## config.mk

```make
export PLATFORM = sky130hd
export DESIGN_NAME = mem_arbiter
export DESIGN_NICKNAME = d
export VERILOG_FILES = /design/src/rtl/mem_arbiter_pkg.sv /design/src/rtl/mem_arbiter.sv
export SDC_FILE = /design/constraint.sdc
export NUM_CORES = 1
export LEC_CHECK = 0
export CAP_MARGIN = 20
export CORE_MARGIN = 1
export CORE_UTILIZATION = 40
export DETAILED_ROUTE_END_ITERATION = 10
export PLACE_DENSITY = 0.79
export SLEW_MARGIN = 25
export SYNTH_ARGS = -nofsm -noshare
export SYNTH_HDL_FRONTEND = slang
export SYNTH_SLANG_ARGS = --single-unit
```

## constraint.sdc

```tcl
create_clock -name clk -period 4.5 [get_ports clk]
set_input_delay 0.9 -clock clk [delete_from_list [all_inputs] [get_ports clk]]
set_output_delay 0.9 -clock clk [all_outputs]
set_load 0.005 [all_outputs]
```

## src/rtl/mem_arbiter_pkg.sv

```systemverilog
// Shared definitions for the unified I/D SRAM arbiter: FSM state and access-owner
// encodings plus the fixed bus widths.
package mem_arbiter_pkg;

  typedef enum logic [1:0] {
    IDLE = 2'd0,
    CMD  = 2'd1,
    RESP = 2'd2
  } state_t;

  typedef enum logic {
    OWN_I = 1'b0,
    OWN_D = 1'b1
  } owner_t;

  localparam int DATA_W   = 32;
  localparam int BE_W     = 4;
  localparam int LAT_W    = 2;
  localparam int STARVE_W = 4;

endpackage

```

## src/rtl/mem_arbiter.sv

```systemverilog
// Shares one single-ported SRAM between a read-only fetch port and a byte-enabled
// load/store port. One access in flight; D has priority, I is protected from starvation.
module mem_arbiter
  import mem_arbiter_pkg::*;
#(
  parameter int ADDR_W       = 32,
  parameter int MEM_LAT      = 1,
  parameter int STARVE_LIMIT = 4
) (
  input  logic              clk,
  input  logic              rst,
  input  logic              halt,
  input  logic              i_req,
  input  logic [ADDR_W-1:0] i_addr,
  output logic              i_ack,
  output logic              i_rvalid,
  output logic [DATA_W-1:0] i_rdata,
  input  logic              d_req,
  input  logic [ADDR_W-1:0] d_addr,
  input  logic [BE_W-1:0]   d_we,
  input  logic [DATA_W-1:0] d_wdata,
  output logic              d_ack,
  output logic              d_rvalid,
  output logic [DATA_W-1:0] d_rdata,
  output logic [ADDR_W-1:0] mem_addr,
  output logic [BE_W-1:0]   mem_we,
  output logic [DATA_W-1:0] mem_wdata,
  input  logic [DATA_W-1:0] mem_rdata,
  output logic              busy
);

  localparam logic [LAT_W-1:0]    LAT_INIT   = LAT_W'(MEM_LAT - 1);
  localparam logic [STARVE_W-1:0] STARVE_MAX = STARVE_W'(STARVE_LIMIT);

  state_t                state;
  state_t                state_nxt;
  owner_t                owner;
  logic [LAT_W-1:0]      lat_cnt;
  logic [STARVE_W-1:0]   starve_cnt;
  logic [ADDR_W-1:0]     cmd_addr;
  logic [BE_W-1:0]       cmd_we;
  logic [DATA_W-1:0]     cmd_wdata;
  logic [DATA_W-1:0]     i_rdata_q;
  logic [DATA_W-1:0]     d_rdata_q;
  logic                  decide;
  logic                  grant;
  logic                  conflict;
  logic                  win_d;
  logic                  first_cmd;
  logic                  last_cmd;

  // rst gates the decision so the Mealy acks stay low while reset is held
  assign decide    = rst && !halt && (state == IDLE || state == RESP);
  assign grant     = decide && (i_req || d_req);
  assign conflict  = i_req && d_req;
  assign win_d     = d_req && !(i_req && starve_cnt == STARVE_MAX);
  assign first_cmd = (state == CMD) && (lat_cnt == LAT_INIT);
  assign last_cmd  = (state == CMD) && (lat_cnt == '0);

  always_ff @(posedge clk or negedge rst) begin
    if (!rst) state <= IDLE;
    else      state <= state_nxt;
  end

  always_comb begin
    state_nxt = state;
    unique case (state)
      IDLE, RESP: state_nxt = grant ? CMD : IDLE;
      CMD:        if (lat_cnt == '0) state_nxt = RESP;
      default:    state_nxt = IDLE;
    endcase
  end

  always_comb begin
    i_ack    = 1'b0;
    d_ack    = 1'b0;
    i_rvalid = 1'b0;
    d_rvalid = 1'b0;
    mem_we   = '0;
    if (grant) begin
      d_ack = win_d;
      i_ack = !win_d;
    end
    if (state == RESP) begin
      i_rvalid = (owner == OWN_I);
      d_rvalid = (owner == OWN_D);
    end
    // the write strobe is issued once even though the address is held MEM_LAT cycles
    if (first_cmd) mem_we = cmd_we;
  end

  always_ff @(posedge clk or negedge rst) begin
    if (!rst) begin
      owner     <= OWN_I;
      lat_cnt   <= '0;
      cmd_addr  <= '0;
      cmd_we    <= '0;
      cmd_wdata <= '0;
    end else if (grant) begin
      owner     <= win_d ? OWN_D : OWN_I;
      lat_cnt   <= LAT_INIT;
      cmd_addr  <= win_d ? d_addr : i_addr;
      cmd_we    <= win_d ? d_we : '0;
      cmd_wdata <= win_d ? d_wdata : '0;
    end else if (state == CMD && lat_cnt != '0) begin
      lat_cnt <= lat_cnt - LAT_W'(1);
    end
  end

  always_ff @(posedge clk or negedge rst) begin
    if (!rst) begin
      i_rdata_q <= '0;
      d_rdata_q <= '0;
    end else if (last_cmd) begin
      if (owner == OWN_D) d_rdata_q <= (cmd_we != '0) ? '0 : mem_rdata;
      else                i_rdata_q <= mem_rdata;
    end
  end

  // counts conflicts lost by I; an I grant of any kind clears it
  always_ff @(posedge clk or negedge rst) begin
    if (!rst) begin
      starve_cnt <= '0;
    end else if (grant) begin
      if (!win_d)
        starve_cnt <= '0;
      else if (conflict && starve_cnt != STARVE_MAX)
        starve_cnt <= starve_cnt + STARVE_W'(1);
    end
  end

  assign i_rdata   = i_rdata_q;
  assign d_rdata   = d_rdata_q;
  assign mem_addr  = cmd_addr;
  assign mem_wdata = cmd_wdata;
  assign busy      = (state != IDLE);

endmodule

```

==> metrics.sh <==
OUTCOME='finished, final reports clean'
SYNTH-EDFF-COUNT=0
SETUP_VIOL=0
TIMING.SLEW.HEADROOM_PCT=46.98
FINALPOWER_mW=6.043
TIMING.FINAL.CRIT_PERIOD_NS=3.575
GRT_SETUP_UNREPAIRED='false'
NUMBER_OF_INSTANCES_IN_THE_PLACED_DESIGN=881
POSTCTSSETUPBUFFERS=0
CHIPHEIGHT_UM=121.7
SYNTHTOLAYOUTAREAGROWTH_PCT=60.36
CLKLATENCYLATEPIN_NS=0.42
FRACTION_OF_FINAL_LAYOUT_CELLS_WITH_DRIVE_STRENGTH_GREATER_THAN_1_PCT=11.05
WORST_SETUP_SLACK_BEFORE_CLOCK_TREE_SYNTHESIS_NS=0.9133
POST_SYNTH_XOR_AREA_FRACTION_PCT=0.1528
YS_TOP_CELLS_BY_COUNT='sky130_fd_sc_hd__dfrtp_1, sky130_fd_sc_hd__nand2_1, sky130_fd_sc_hd__a22o_1, sky130_fd_sc_hd__a21boi_0, sky130_fd_sc_hd__a221o_1'
MAPPED_NETS=594
REG_AREA_SQ_UM=3528
GP_CONGESTION=0.7884
SYNTHARSTFLOPSHARE_PCT=100.0
AVGVIACOUNTPERCELL=5.205
DOMINANT_COMBINATIONAL_CELL_FAMILY_BY_AREA_AFTER_SYNTHESIS='compound AO/OA/AOI/OAI gates'
MAX-CAP-VIOLATIONS=0
MIN_PERIOD_OVER_PERIOD_PCT=79.44
SYN-CELL-AREA_SQ_UM=5732
SYNTH_AREA_PER_CELL_SQ_UM=12.62
TIMING.HOLD.WORST.CLASS='in2async'
CTS.ROOT.BUFFER_CELL='sky130_fd_sc_hd__clkbuf_16'
SYNTH_SIMPLE_GATE_AREA_SHARE_PCT=7.837
SYNTH_AREA_LEADERS='sky130_fd_sc_hd__dfrtp_1, sky130_fd_sc_hd__mux2_2, sky130_fd_sc_hd__a221o_1'
TIMING.FMAX_MHz=279.7
STDCELL_AREA_SQ_UM=9191
CP_MAX_FO=6
WORST-ENDPOINT-ARRIVAL_NS=2.67
DP_HPWL_MM=11.58
CTS_HOLD_BUF=0
POSTSYNTHREGISTERBITS=141
GLOBALROUTETOTALUTIL_PCT=23.06
FIN_UTIL_PCT=65.96
TIMING.CRITICAL_PATH.REQUIRED_NS=3.60
YOSYS_MOST_USED_DFF='sky130_fd_sc_hd__dfrtp_1'
ROUTE.VIAS.TOTAL=4752
CLOCK_SKEW_NS=0.01107
PLACE_AREA_SQ_UM=8574
YOSYS.CELL_TYPES.COUNT=39
VDD.IR_DROP.WORST_mV=0.2779
P_LEAK_nW=3.929
CELLPOWERDENSITY_nW_PER_UM2=657.5
GRT_ANTENNA_BEFORE_REPAIR=0
GRT_PASS1_WL_MM=25.76
SYNTH-COMPOUND-AREA-SHARE_PCT=19.67
NON_FILLER_CELLS_FINAL=913
DETAILEDROUTE.FIRSTITERATIONVIOLATIONS=314
FIN_WS_NS=0.9251
H-TREE-DEPTH=4
CLK_PIN_SLEW_NS=0.06
CRIT_PATH_START_KIND='input port'
DESIGN.CORE.AREA_SQ_UM=13930
DETAILEDROUTE.FIRSTPASSITERATIONCOUNT=5
ROUTE.ANTENNA.REMAINING_NETS=0
YOSYS_WARNINGS=0
CTS_BUFFERS=17
YOSYSTOPAREACELL='sky130_fd_sc_hd__dfrtp_1'
LARGEST_NET_DEGREE_AT_THE_START_OF_GLOBAL_ROUTING=70
SYNTH_ADDER_AREA_SHARE_PCT=0.6549
FULL_DIE_AREA_SQ_UM=14810
ROUTEDWLPERCELL_UM=18.08
CTS_TREE='done'
ROWS=43
START_UTIL_PCT=41.13
SYNTH_SEQ_AREA_SHARE_PCT=61.56
CTS-ROOT-TO-SINK-BUFFERS=2
IOS=274
POST_ROUTE_DRC=0
GRT_OVERFLOW=0
POST-SYNTH-TOP-AREA-FRACTION_PCT=61.56
WORSTSETUPPATHTYPE='in2out'
SETUP.WORST_PATH.END_CLASS='primary output'
PROPORTION_OF_SYNTHESIZED_AREA_IN_MUX_CELLS_PCT=6.287
DESIGN.FINAL.NETS=860
FINAL_HOLD_FAILS=0
CTS-RESIZED-GATES=0
CTS_NUM_SINKS=141
VIAS_IN_THE_FIRST_GLOBAL_ROUTE=4997
SYNTH_CELLS=454
SYNTH_MOST_COMMON_CELL='sky130_fd_sc_hd__dfrtp_1'
DIE-WIDTH_UM=121.7
REPORT.FINAL.SLEW_VIOL_COUNT=0
FILLCELLCOUNT=1058
MAX_SLEW.WORST_PIN.SLEW_NS=0.7952
TOTALNEGATIVESETUPSLACK_NS=0
FIN_WORST_HOLD_SLACK_NS=0.3865
ROUTE.FINAL.WIRE_LENGTH_MM=16.51
AREA_USED_BY_MULTI_INPUT_COMBINATIONAL_LOGIC_SQ_UM=1993
ANTENNA_CELLS=0
BUFFER_PORTS.INSERTED=273
## kinds of logic (layout without fill, tap and decap cells)
group,Yosys count,in the layout
buf+inv,42,321
simple gates,92,92
mux,32,32
xor+xnor,1,1
flops,141,141
compound gates,143,143
fa+ha+maj,3,3
## final timing paths
check | startpoint | slack [ns] | cells past startpoint | end
setup / recovery | i_req | 0.93 | 4 | i_ack
hold / removal | rst | 0.39 | 1 | d_rdata[3]
setup reg to reg | starve_cnt[0] | 2.46 | 6 | mem_addr[30]
hold reg to reg | d_rdata[13] | 0.48 | 2 | d_rdata[13]
max in group asynchronous | rst | 2.95 | 2 | d_rdata[28]
min in group clk | d_rdata[13] | 0.48 | 2 | d_rdata[13]
## cell usage in the layout (no fill, tap or decap), types with 3 or more instances in the layout
cell type	Yosys	routed
sky130_fd_sc_hd__bufinv_16	0	3
sky130_fd_sc_hd__clkinv_4	0	4
sky130_fd_sc_hd__a21boi_0	32	32
sky130_fd_sc_hd__nand2_1	67	67
sky130_fd_sc_hd__buf_4	6	9
sky130_fd_sc_hd__o21ai_1	6	6
sky130_fd_sc_hd__a221o_1	32	32
sky130_fd_sc_hd__inv_1	7	7
sky130_fd_sc_hd__mux2_2	31	31
sky130_fd_sc_hd__o21ai_0	28	28
sky130_fd_sc_hd__clkinv_2	0	3
sky130_fd_sc_hd__and2_1	4	4
sky130_fd_sc_hd__a22o_1	36	36
sky130_fd_sc_hd__clkdlybuf4s50_1	0	272
sky130_fd_sc_hd__ha_1	3	3
sky130_fd_sc_hd__clkbuf_16	0	17
sky130_fd_sc_hd__dfrtp_1	141	141
## registers in the layout, summed over array words and instances (netlist names), 2 cells and up
register    flops
state           2
mem_wdata      32
d_rdata        32
starve_cnt      4
lat_cnt         2
mem_addr       32
cmd_we          4
i_rdata        32
## critical path: stages
cell	delay [ns]
sky130_fd_sc_hd__clkdlybuf4s50_1	0.59
sky130_fd_sc_hd__nand4b_4	0.18
sky130_fd_sc_hd__a2111oi_4	0.40
sky130_fd_sc_hd__clkdlybuf4s50_1	0.60
## report_power, final
group	switching [mW]	leakage, nW	internal [mW]
Clock	0.540	0.299	0.902
Sequential	0.357	1.77	1.85
Combinational	0.853	1.86	1.54
Total	1.75	3.93	4.29
## final cells by class
type | instances | area share [%]
sequential | 141 | 38.39
timing repair buffer | 282 | 30.48
inverter | 7 | 0.2859
tap | 180 | 2.450
multi-input combinational | 271 | 21.69
clock inverter | 13 | 1.783
clock buffer | 19 | 4.928
## per-layer routing
metal	global-route usage, %	wire length (um)	vias to the layer above
met5	0	0	-
met4	9.645	408	0
met3	6.554	1115	34
met2	39.95	8443	218
met1	26.66	6539	2309
li1	-	-	2191
No activity file was read; power rests on OpenSTA's default activity.
